## src/rtl/fetch_stall_ctrl.sv

```systemverilog
// fetch_stall_ctrl: PC / IF-ID register owner applying load-use stalls and branch flushes.
module fetch_stall_ctrl #(
    parameter logic [31:0] RESET_PC = 32'h0000_0000,
    parameter int          CNT_W    = 16
) (
    input  logic             clk_i,
    input  logic             rst_i,
    input  logic             start_i,
    input  logic             hazard_i,
    input  logic             flush_i,
    input  logic [31:0]      target_i,
    input  logic [31:0]      inst_i,
    output logic [31:0]      pc_o,
    output logic [31:0]      IF_ID_pc_o,
    output logic [31:0]      IF_ID_inst_o,
    output logic             IF_ID_valid_o,
    output logic             bubble_o,
    output logic [CNT_W-1:0] stall_cnt_o,
    output logic [CNT_W-1:0] flush_cnt_o
);
    typedef enum logic {IDLE, RUN} state_t;
    state_t             state_q, state_d;
    logic [31:0]        pc_q, pc_d, if_pc_q, if_pc_d, if_inst_q, if_inst_d;
    logic               if_valid_q, if_valid_d, stall_eff;
    logic [CNT_W-1:0]   stall_cnt_q, stall_cnt_d, flush_cnt_q, flush_cnt_d;

    // A hazard against a squashed nop has nothing to wait for, so it never stalls.
    assign stall_eff = (state_q == RUN) && hazard_i && if_valid_q;

    always_comb begin
        state_d     = state_q;
        pc_d        = pc_q;
        if_pc_d     = if_pc_q;
        if_inst_d   = if_inst_q;
        if_valid_d  = if_valid_q;
        stall_cnt_d = stall_cnt_q;
        flush_cnt_d = flush_cnt_q;
        if (state_q == IDLE) begin
            state_d = start_i ? RUN : IDLE;
        end else if (stall_eff) begin
            stall_cnt_d = stall_cnt_q + {{(CNT_W-1){1'b0}}, ~&stall_cnt_q};
        end else if (flush_i) begin
            pc_d        = target_i;
            if_pc_d     = 32'h0;
            if_inst_d   = 32'h0;
            if_valid_d  = 1'b0;
            flush_cnt_d = flush_cnt_q + {{(CNT_W-1){1'b0}}, ~&flush_cnt_q};
        end else begin
            pc_d       = pc_q + 32'd4;
            if_pc_d    = pc_q + 32'd4;
            if_inst_d  = inst_i;
            if_valid_d = 1'b1;
        end
    end

    always_ff @(posedge clk_i or posedge rst_i) begin
        if (rst_i) begin
            state_q     <= IDLE;
            pc_q        <= RESET_PC;
            if_pc_q     <= 32'h0;
            if_inst_q   <= 32'h0;
            if_valid_q  <= 1'b0;
            stall_cnt_q <= '0;
            flush_cnt_q <= '0;
        end else begin
            state_q     <= state_d;
            pc_q        <= pc_d;
            if_pc_q     <= if_pc_d;
            if_inst_q   <= if_inst_d;
            if_valid_q  <= if_valid_d;
            stall_cnt_q <= stall_cnt_d;
            flush_cnt_q <= flush_cnt_d;
        end
    end

    assign pc_o          = pc_q;
    assign IF_ID_pc_o    = if_pc_q;
    assign IF_ID_inst_o  = if_inst_q;
    assign IF_ID_valid_o = if_valid_q;
    assign bubble_o      = stall_eff;
    assign stall_cnt_o   = stall_cnt_q;
    assign flush_cnt_o   = flush_cnt_q;
endmodule

```

## config.mk

```make
export PLATFORM = sky130hd
export DESIGN_NAME = fetch_stall_ctrl
export DESIGN_NICKNAME = d
export VERILOG_FILES = /design/src/rtl/fetch_stall_ctrl.sv
export SDC_FILE = /design/constraint.sdc
export NUM_CORES = 1
export LEC_CHECK = 0
export BUFFER_PORTS_ARGS = -buffer_cell sky130_fd_sc_hd__buf_4
export CAP_MARGIN = 20
export CELL_PAD_IN_SITES_DETAIL_PLACEMENT = 1
export CELL_PAD_IN_SITES_GLOBAL_PLACEMENT = 1
export CORE_MARGIN = 5
export CORE_UTILIZATION = 38
export CTS_CLUSTER_DIAMETER = 100
export CTS_CLUSTER_SIZE = 40
export DETAILED_ROUTE_END_ITERATION = 6
export GPL_ROUTABILITY_DRIVEN = 0
export PLACE_DENSITY = 0.77
export SLEW_MARGIN = 20
export SYNTH_ARGS = -nofsm -noshare
export SYNTH_HDL_FRONTEND = slang
export SYNTH_SLANG_ARGS = --single-unit
```

## constraint.sdc

```tcl
create_clock -name clk_i -period 5 [get_ports clk_i]
set_input_delay 0.5 -clock clk_i [delete_from_list [all_inputs] [get_ports clk_i]]
set_output_delay 0.5 -clock clk_i [all_outputs]
set_load 0.005 [all_outputs]
```

==> results of run 1 <==
through the flow:
stage	utilization, %	worst slack, ns	cells
2_1_floorplan	-	1.03	701
3_3_place_gp	48.5	2.34	1074
3_5_place_dp	48.5	2.26	1074
4_1_cts	52.2	2.31	1106
5_1_grt	52.2	2.07	1106
6_report	52.2	2.31	1106
sequential cells by signal, summed over array words and instances, names as in the netlist:
register       count
flush_cnt_o       16
IF_ID_pc_o        32
state_q            1
pc_o              32
stall_cnt_o       16
IF_ID_inst_o      32
IF_ID_valid_o      1
layer usage:
metal | up-vias | global-route usage (%) | wire (µm)
li1 | 2841 | - | -
met1 | 3099 | 26.6 | 8800
met2 | 172 | 38.3 | 11400
met3 | 24 | 5.52 | 1320
met4 | 0 | 6.32 | 345
met5 | - | 0 | 0
cell usage after synthesis (5+ instances only):
master	n	area share, %
and2_1	5	0.48
nand2_1	138	7.9
dfrtp_1	130	50
mux2_2	7	1.2
nor2_1	32	1.8
nor3_1	16	1.2
o211ai_1	16	1.8
buf_2	9	0.69
and4_1	9	1.2
a21oi_1	17	1.3
inv_1	12	0.69
buf_1	8	0.46
o21ai_0	61	4.7
o311ai_0	6	0.81
xor2_1	17	2.3
nand4_1	25	2.4
xnor2_1	23	3.1
nand3_1	36	2.8
clkbuf_1	26	1.5
or4_1	7	0.81
ha_1	7	1.3
and3_1	20	1.9
o31ai_1	5	0.58
a31oi_1	8	0.77
power groups by stage:
stage	Combinational, W	Clock [W]	Sequential, W
CTS	0.000737	0.00135	0.00141
finish	0.000721	0.00132	0.00141
floorplan	0.000345	0	0.00137
detailed placement	0.000729	0	0.00142
global placement	0.000696	0	0.00141
global route	0.000795	0.00140	0.00144
worst max-delay path, cell delays in order (launching register included):
cell	delay, ns
dfrtp_1	0.44
and4_1	0.30
nand4_1	0.35
or3_1	0.52
ha_1	0.25
ha_1	0.22
nand3_1	0.22
nor3_1	0.12
xor2_1	0.16
worst min path at each step:
stage | slack (ns) | endpoint | cells after the start | startpoint
floorplan | 0.47 | IF_ID_pc_o[2]$_DFFE_PP0P_ | 2 | IF_ID_pc_o[2]$_DFFE_PP0P_
global placement | 0.47 | IF_ID_pc_o[1]$_DFFE_PP0P_ | 2 | IF_ID_pc_o[1]$_DFFE_PP0P_
detailed placement | 0.47 | IF_ID_inst_o[12]$_DFFE_PP0P_ | 2 | IF_ID_inst_o[12]$_DFFE_PP0P_
CTS | 0.26 | state_q$_DFF_PP0_ | 2 | start_i
global route | 0.27 | state_q$_DFF_PP0_ | 2 | start_i
finish | 0.26 | stall_cnt_o[11]$_DFFE_PP0P_ | 2 | rst_i
area by class of cell:
class,count,area (µm²),share of cell area [%]
Multi-Input combinational cell,510,3000,34.4
Clock buffer,23,468,5.37
Inverter,12,50.0,0.574
Timing Repair Buffer,202,1520,17.4
Sequential cell,130,3250,37.3
Tap cell,220,275,3.16
Clock inverter,9,154,1.77
cell families after synthesis:
kind of cell,Yosys count,share of synthesized area [%]
compound gates,139,13.5
fa+ha+maj,7,1.34
xor+xnor,40,5.37
buf+inv,61,4.15
simple gates,316,24.3
mux,8,1.36
flops,130,49.9
==> out/metrics.yaml, run 1 <==
p_comb_share_pct: 20.9
skew_ns: 0.00726
post_cts_buffers: 0
max_slew_margin_pct: 40.0
drv_cap: 0
grt_pass1_wl_mm: 35.1
dp_hpwl_mm: 15.2
layout_commonest_cell: "buf_4"
timing_worst_setup_path_type: "reg -> reg"
crit_end: "flush_cnt_o[12]$_DFFE_PP0P_"
outcome: "complete, no violations"
grt_setup_unrepaired: "false"
dieWidth_um: 141
finalCriticalPeriod_ns: 2.69
io_pins: 199
avgSynthCellArea_um2: 9.30
die_y_um: 141
drive_gt1_share_pct: 28.6
swShare_pct: 29.3
syn-cell-area_um2: 6520
nets: 949
ys_ff_latch: 130
ys_async_sr_fraction_pct: 100
min_period_over_period_pct: 53.7
rr_worst_depth: 8
p_leak_nw: 4.02
synth_nets: 777
fin_area_um2: 8720
critPathCaptureType: "flop"
cts_buffers: 17
start_util_pct: 39.0
cts_max_level: 4
r2r-start: "flush_cnt_o[2]$_DFFE_PP0P_"
clk_pin_slew_ns: 0.06
via_per_inst: 5.55
clk_latency_ns: 0.41
die-area_um2: 19900
crit_path_start: "flush_cnt_o[2]$_DFFE_PP0P_"
drv_slew: 0
antenna_left: 0
intPower_w: 0.00244
power.total_w: 0.00345
dr.first_iter.drc_count: 390
syn2layout_area_growth_pct: 33.7
synthFlopType: "dfrtp_1"
antenna_found_initial: 0
ys_types: 57
grt_pass1_vias: 6577
setup_viol: 0
vdd_drop_max_mv: 0.243
clockBufferDepth: 2
synth_warnings: 0
grt-ovfl-total: 0
r2r_setup_slack_ns: 2.31
worstMarginPinSlew_ns: 0.900
rows: 47
cts-root-buf: "clkbuf_16"
vias: 6136
cts_hold_buf: 0
critPathArrivalTime_ns: 2.97
reg2reg_to: "flush_cnt_o[12]$_DFFE_PP0P_"
cp.required_ns: 5.29
drtPass1Iterations: 4
most-common-layout-cells: "buf_4 (202), nand2_1 (138), dfrtp_1 (130), o21ai_0 (61), nand3_1 (36)"
drc: 0
hold_viol: 0
critPathMaxFanout: 8
finalSetupTns_ns: 0
clkPwrFrac_pct: 38.3
synth-edff-count: 0
grt_util_all_layers_pct: 21.8
routed_wl_mm: 21.9
min_path_type: "in -> async"
post_dp_cell_area_um2: 8100
power.switching_w: 0.00101
cts_tree: "yes"
coreArea_um2: 16700
critPathLaunchType: "flop"
grt_max_degree: 86
cts-resized-gates: 0
timing.fmax_mhz: 372
power_density_nw_per_um2: 396
syn_inst: 701
diodes: 0
holdWs_ns: 0.265
wl_per_cell_um: 19.8
cts.sinks: 130
port_buffers: 198
fillers: 1950
p_seq_share_pct: 40.8
ys_seq_area_share_pct: 49.9
Note: power is estimated with default switching activity, not from simulation.
==> run 2, diff against run 1 <==
- clock period: 5 -> 2.5 ns (I/O delays scaled with it)
==> run 2 against run 1 <==
  * Combinational power is 120% higher
  * Register-to-register slack worse by 2.2 ns
  * First-iteration DRC count is 25% lower
  * Sequential share of layout area is 0.95 points lower
  * Core utilization is 1.4 points higher
  * Critical endpoint is now stall_cnt_o[10]$_DFFE_PP0P_
==> out/metrics.yaml, run 2 (synthesis results as in run 1) <==
outcome: "complete, no violations"
critPathMaxFanout: 3  # -5
rows: 47  # unchanged
reg2reg_to: "stall_cnt_o[10]$_DFFE_PP0P_"
diodes: 0  # unchanged
cts.sinks: 130  # unchanged
r2r_setup_slack_ns: 0.08  # -2.23 ns
preCtsSetupSlack_ns: 0.103  # -2.16 ns
p_leak_nw: 4.15  # +3.4%
grt_max_degree: 68  # -21%
dp_hpwl_mm: 15.8  # +3.6%
routed_wl_mm: 22.1  # +0.80%
clk_pin_slew_ns: 0.06  # about the same
die-area_um2: 19900  # unchanged
power_density_nw_per_um2: 789  # +99%
max_slew_margin_pct: 48.2  # +8.2 points
nets: 969  # +2.1%
layout_commonest_cell: "buf_4"
finalCriticalPeriod_ns: 2.42  # -0.265 ns
clockBufferDepth: 2  # unchanged
antenna_left: 0  # unchanged
cts_tree: "yes"
drv_cap: 0  # unchanged
grt_pass1_wl_mm: 35.7  # +1.9%
vdd_drop_max_mv: 0.509  # +110%
grt_setup_unrepaired: "true"
utilization_pct: 53.6  # +1.4 points
skew_ns: 0.0118  # +0.00458 ns
io_pins: 199  # unchanged
vias: 6165  # +0.47%
min_path_type: "in -> reg"
grt_pass1_vias: 6657  # +1.2%
via_per_inst: 5.48  # -1.3%
grt-ovfl-total: 0  # unchanged
hold_viol: 0  # unchanged
clk_latency_ns: 0.42  # about the same
syn2layout_area_growth_pct: 37.3
whs_endpoint: "state_q$_DFF_PP0_"
whs_path_depth: 2
grt_util_all_layers_pct: 22.4  # +0.60 points
finalSetupTns_ns: 0  # unchanged
cts-root-buf: "clkbuf_16"
min_period_over_period_pct: 96.8  # +43 points
worstHoldStart: "start_i"
rr_worst_depth: 10  # +2
drc: 0  # unchanged
setup_viol: 0  # unchanged
antenna_found_initial: 0  # unchanged
cts_buffers: 17  # unchanged
drtPass1Iterations: 4  # unchanged
coreArea_um2: 16700  # unchanged
port_buffers: 198  # unchanged
die_y_um: 141  # unchanged
drive_gt1_share_pct: 30.8  # +2.2 points
worstMarginPinSlew_ns: 0.776  # -0.124 ns
critPathArrivalTime_ns: 2.77  # -0.20 ns
critPathLaunchType: "flop"
timing.fmax_mhz: 413  # +11%
dieWidth_um: 141  # unchanged
wl_per_cell_um: 19.6  # -0.99%
r2r-start: "stall_cnt_o[2]$_DFFE_PP0P_"
cts_max_level: 4  # unchanged
timing_worst_setup_path_type: "reg -> reg"
most-common-layout-cells: "buf_4 (217), nand2_1 (138), dfrtp_1 (129), o21ai_0 (61), nand3_1 (36)"
start_util_pct: 39.0  # unchanged
drv_slew: 0  # unchanged
worst_slack_ns: 0.0789  # -2.23 ns
cp.required_ns: 2.85  # -2.44 ns
critPathCaptureType: "flop"
dr.first_iter.drc_count: 291  # -25%
-- run 2: what timing repair did --
item,4_1_cts,5_1_grt
endpoints found under the setup margin,1,6
endpoints found under the hold margin,29,0
pin swaps,1,3
gates resized for setup,1,3
hold buffers,1,0
setup buffers,0,4
-- run 2: how the worst max path moves through the flow --
stage / slack (ns) / start / end
2_1_floorplan: 0.28 / flush_cnt_o[2]$_DFFE_PP0P_ / flush_cnt_o[12]$_DFFE_PP0P_
3_3_place_gp: 0.21 / stall_cnt_o[2]$_DFFE_PP0P_ / stall_cnt_o[12]$_DFFE_PP0P_
3_5_place_dp: 0.10 / stall_cnt_o[2]$_DFFE_PP0P_ / stall_cnt_o[12]$_DFFE_PP0P_
4_1_cts: 0.002 / stall_cnt_o[2]$_DFFE_PP0P_ / stall_cnt_o[12]$_DFFE_PP0P_
5_1_grt: -0.007 / stall_cnt_o[1]$_DFFE_PP0P_ / stall_cnt_o[10]$_DFFE_PP0P_
6_report: 0.08 / stall_cnt_o[2]$_DFFE_PP0P_ / stall_cnt_o[10]$_DFFE_PP0P_
-- run 2: worst max-delay path, cell delays in order (launching register included) --
cell     delay, ns
dfrtp_1       0.38
and2_1        0.18
and3_1        0.18
nand4_1       0.11
ha_1          0.18
ha_1          0.16
nand4_2       0.12
or4_4         0.60
buf_4         0.17
nor2_2        0.11
xor2_1        0.14
-- run 2: area by class of cell --
type / count / area [µm²]
Fill cell: 1932 / 7750
Sequential cell: 130 / 3250
Multi-Input combinational cell: 510 / 3010
Timing Repair Buffer: 222 / 1720
Clock buffer: 18 / 439
Tap cell: 220 / 275
Clock inverter: 14 / 201
Inverter: 12 / 48.8
-- run 2: through the flow --
step	instance area, µm²	total power [W]	hold slack, ns	cells
floorplan	6520	0.00343	0.359	701
global placement	8260	0.00425	0.426	1089
detailed placement	8260	0.00435	0.431	1089
CTS	8910	0.00710	0.00161	1122
global route	8950	0.00744	0.0123	1126
finish	8950	0.00706	0.0196	1126
-- run 2: per-layer routing --
layer  vias up  wire length [µm]  track usage (%)
met5         -                 0                0
met4         0               350             6.27
met3        30              1420             7.04
met2       160             11400             38.9
met1      3090              8850             27.0
li1       2885                 -                -
-- run 2: report_power, final --
group	switching, W	internal, W	leakage [nW]
Combinational	0.000747	0.000815	2.21
Clock	0.00101	0.00171	0.308
Sequential	0.000364	0.00241	1.64
==> run 3, diff against run 2 <==
- CORE_MARGIN: 5 -> default
- PLACE_DENSITY: 0.77 -> default
- PLACE_DENSITY_LB_ADDON: default -> 0.1
- SETUP_SLACK_MARGIN: default -> 0.5
==> run 3 against run 2 <==
  * Fmax grew 4.6%
  * Critical path type unchanged
  * Via count grew 2.6%
  * Register-to-register slack gained 0.11 ns
  * Largest cell class unchanged
  * Largest power group unchanged
  * Worst hold slack gained 0.015 ns
  * Critical endpoint is now stall_cnt_o[14]$_DFFE_PP0P_
==> out/metrics.yaml, run 3 (synthesis results as in run 1) <==
critPathCaptureType: "flop"
fillers: 1858  # -3.8%
cts_tree: "yes"
diodes: 0  # unchanged
cp_cell_sequence: "and2_4 -> and3_4 -> nand4_1 -> ha_2 -> ha_4 -> nand4_4 -> or4_4 -> nand2b_4 -> xnor2_1"
cts.sinks: 130  # unchanged
power_density_nw_per_um2: 771  # -2.2%
critPathMaxFanout: 4  # +1
worstMarginPinSlew_ns: 0.808  # +0.0320 ns
grt_pass1_wl_mm: 34.8  # -2.7%
seqCellArea_um2: 3270  # +0.38%
critical_path.max_stage_delay_ns: 0.56  # -0.04 ns
io_pins: 199  # unchanged
vias: 6327  # +2.6%
grt_pass1_vias: 6632  # -0.38%
post_dp_cell_area_um2: 8280  # +0.27%
cts-root-buf: "clkbuf_16"
grt_max_degree: 49  # -28%
dr.first_iter.drc_count: 328  # +13%
timing.fmax_mhz: 432  # +4.6%
dpl.cell_count: 1088  # -0.092%
finalNonFillerCells: 1165  # +3.5%
grt_setup_unrepaired: "true"
coreArea_um2: 16600  # -0.35%
nets: 1008  # +4.0%
drive_gt1_share_pct: 38.2  # +7.4 points
via_per_inst: 5.43  # -0.81%
rr_worst_depth: 9  # -1
max_slew_margin_pct: 46.0  # -2.1 points
rows: 47  # unchanged
skew_ns: 0.00967  # -0.00217 ns
cts_buffers: 17  # unchanged
setup_viol: 0  # unchanged
clk_latency_ns: 0.43  # about the same
finalCriticalPeriod_ns: 2.32  # -0.106 ns
whs_path_depth: 2  # unchanged
routed_wl_mm: 22.5  # +2.1%
fin_area_um2: 9470  # +5.8%
min_period_over_period_pct: 92.6  # -4.2 points
hold_viol: 0  # unchanged
timing_worst_setup_path_type: "reg -> reg"
grt-ovfl-total: 0  # unchanged
multi_input_area_um2: 3250  # +7.8%
clockBufferDepth: 2  # unchanged
cts_max_level: 4  # unchanged
drv_slew: 0  # unchanged
outcome: "complete, no violations"
grt_util_all_layers_pct: 25.0  # +2.6 points
critPathLaunchType: "flop"
critPathArrivalTime_ns: 2.63  # -0.14 ns
slowest_stage: "or4_4"
antenna_found_initial: 0  # unchanged
drtPass1Iterations: 6  # +2
clk_pin_slew_ns: 0.07  # about the same
drc: 0  # unchanged
dp_hpwl_mm: 14.5  # -7.8%
start_util_pct: 39.2  # +0.14 points
wl_per_cell_um: 19.3  # -1.3%
port_buffers: 198  # unchanged
finalSetupTns_ns: 0  # unchanged
layout_commonest_cell: "buf_4"
die_y_um: 133  # -5.7%
p_leak_nw: 4.36  # +5.1%
cp.required_ns: 2.81  # -0.04 ns
dieWidth_um: 133  # -5.7%
drv_cap: 0  # unchanged
min_path_type: "in -> reg"
die-area_um2: 17700  # -11%
syn2layout_area_growth_pct: 45.3
antenna_left: 0  # unchanged
vdd_drop_max_mv: 0.479  # -6.0%
most-common-layout-cells: "buf_4 (253), nand2_1 (135), dfrtp_1 (119), o21ai_0 (61), nand3_1 (30)"
-- run 3: cell types whose count changed in the layout (fill, tap and decap cells not counted), moves of 4 or more --
cell     delta
buf_4      +36
dfrtp_1    -10
dfrtp_2    +10
ha_1        -6
nand3_1     -6
ha_4        +5
and3_1      -4
and4_4      +4
buf_6       +4
nor2_1      -4
-- run 3: what timing repair did --
action	4_1_cts	5_1_grt
hold buffers	1	0
resized for setup	17	40
endpoints found under the hold margin	9	0
setup endpoints to repair	25	33
buffers inserted	16	28
pin swaps	3	18
-- run 3: layout make-up --
class	instances	area share, %
flip-flops and latches	130	34.5
multi-input cells	510	34.3
repair buffers	261	21.3
clock buffers	18	4.64
well taps	220	2.91
clock inverters	14	1.90
inverters	12	0.515
-- run 3: worst max-delay path: cells and delay by family, from the launching register on --
family	cells	cell delay, ns
xor gates and xnor gates	1	0.12
adders and majority gates	2	0.43
DFF	1	0.38
and+or+nand+nor	6	1.28
-- run 3: where the power goes --
part / internal [W] / switching [W] / total (W)
clock network: 0.00161 / 0.00104 / 0.00265
logic: 0.000987 / 0.000860 / 0.00185
registers: 0.00242 / 0.000387 / 0.00281
total: 0.00501 / 0.00229 / 0.00730
-- run 3: per-stage QoR --
step	worst slack, ns	hold slack (ns)	total power [W]	util, %
finish	0.185	0.0343	0.00730	56.9
global placement	0.275	0.443	0.00426	49.8
floorplan	0.345	0.359	0.00347	-
global route	0.125	0.0446	0.00763	56.9
detailed placement	0.201	0.449	0.00434	49.8
CTS	0.286	0.0117	0.00711	54.7
-- run 3: worst paths after layout --
| path | to | startpoint | slack [ns] |
|---|---|---|---|
| min in group asynchronous | pc_o[29]$_DFFE_PP0P_ | rst_i | 0.54 |
| worst min-delay path | state_q$_DFF_PP0_ | start_i | 0.03 |
| max in group asynchronous | IF_ID_pc_o[19]$_DFFE_PP0P_ | rst_i | 1.24 |
| worst max register to register | stall_cnt_o[14]$_DFFE_PP0P_ | stall_cnt_o[2]$_DFFE_PP0P_ | 0.18 |
| worst min register to register | IF_ID_pc_o[4]$_DFFE_PP0P_ | IF_ID_pc_o[4]$_DFFE_PP0P_ | 0.47 |
| worst max-delay path | stall_cnt_o[14]$_DFFE_PP0P_ | stall_cnt_o[2]$_DFFE_PP0P_ | 0.18 |
-- run 3: per-layer routing --
metal | vias to the layer above | track usage, % | part of all wire (%)
met3 | 40 | 6.55 | 5.4
met1 | 3150 | 31.0 | 42
li1 | 2953 | - | -
met2 | 184 | 41.9 | 50
met5 | - | 0 | 0
met4 | 0 | 9.07 | 2.7
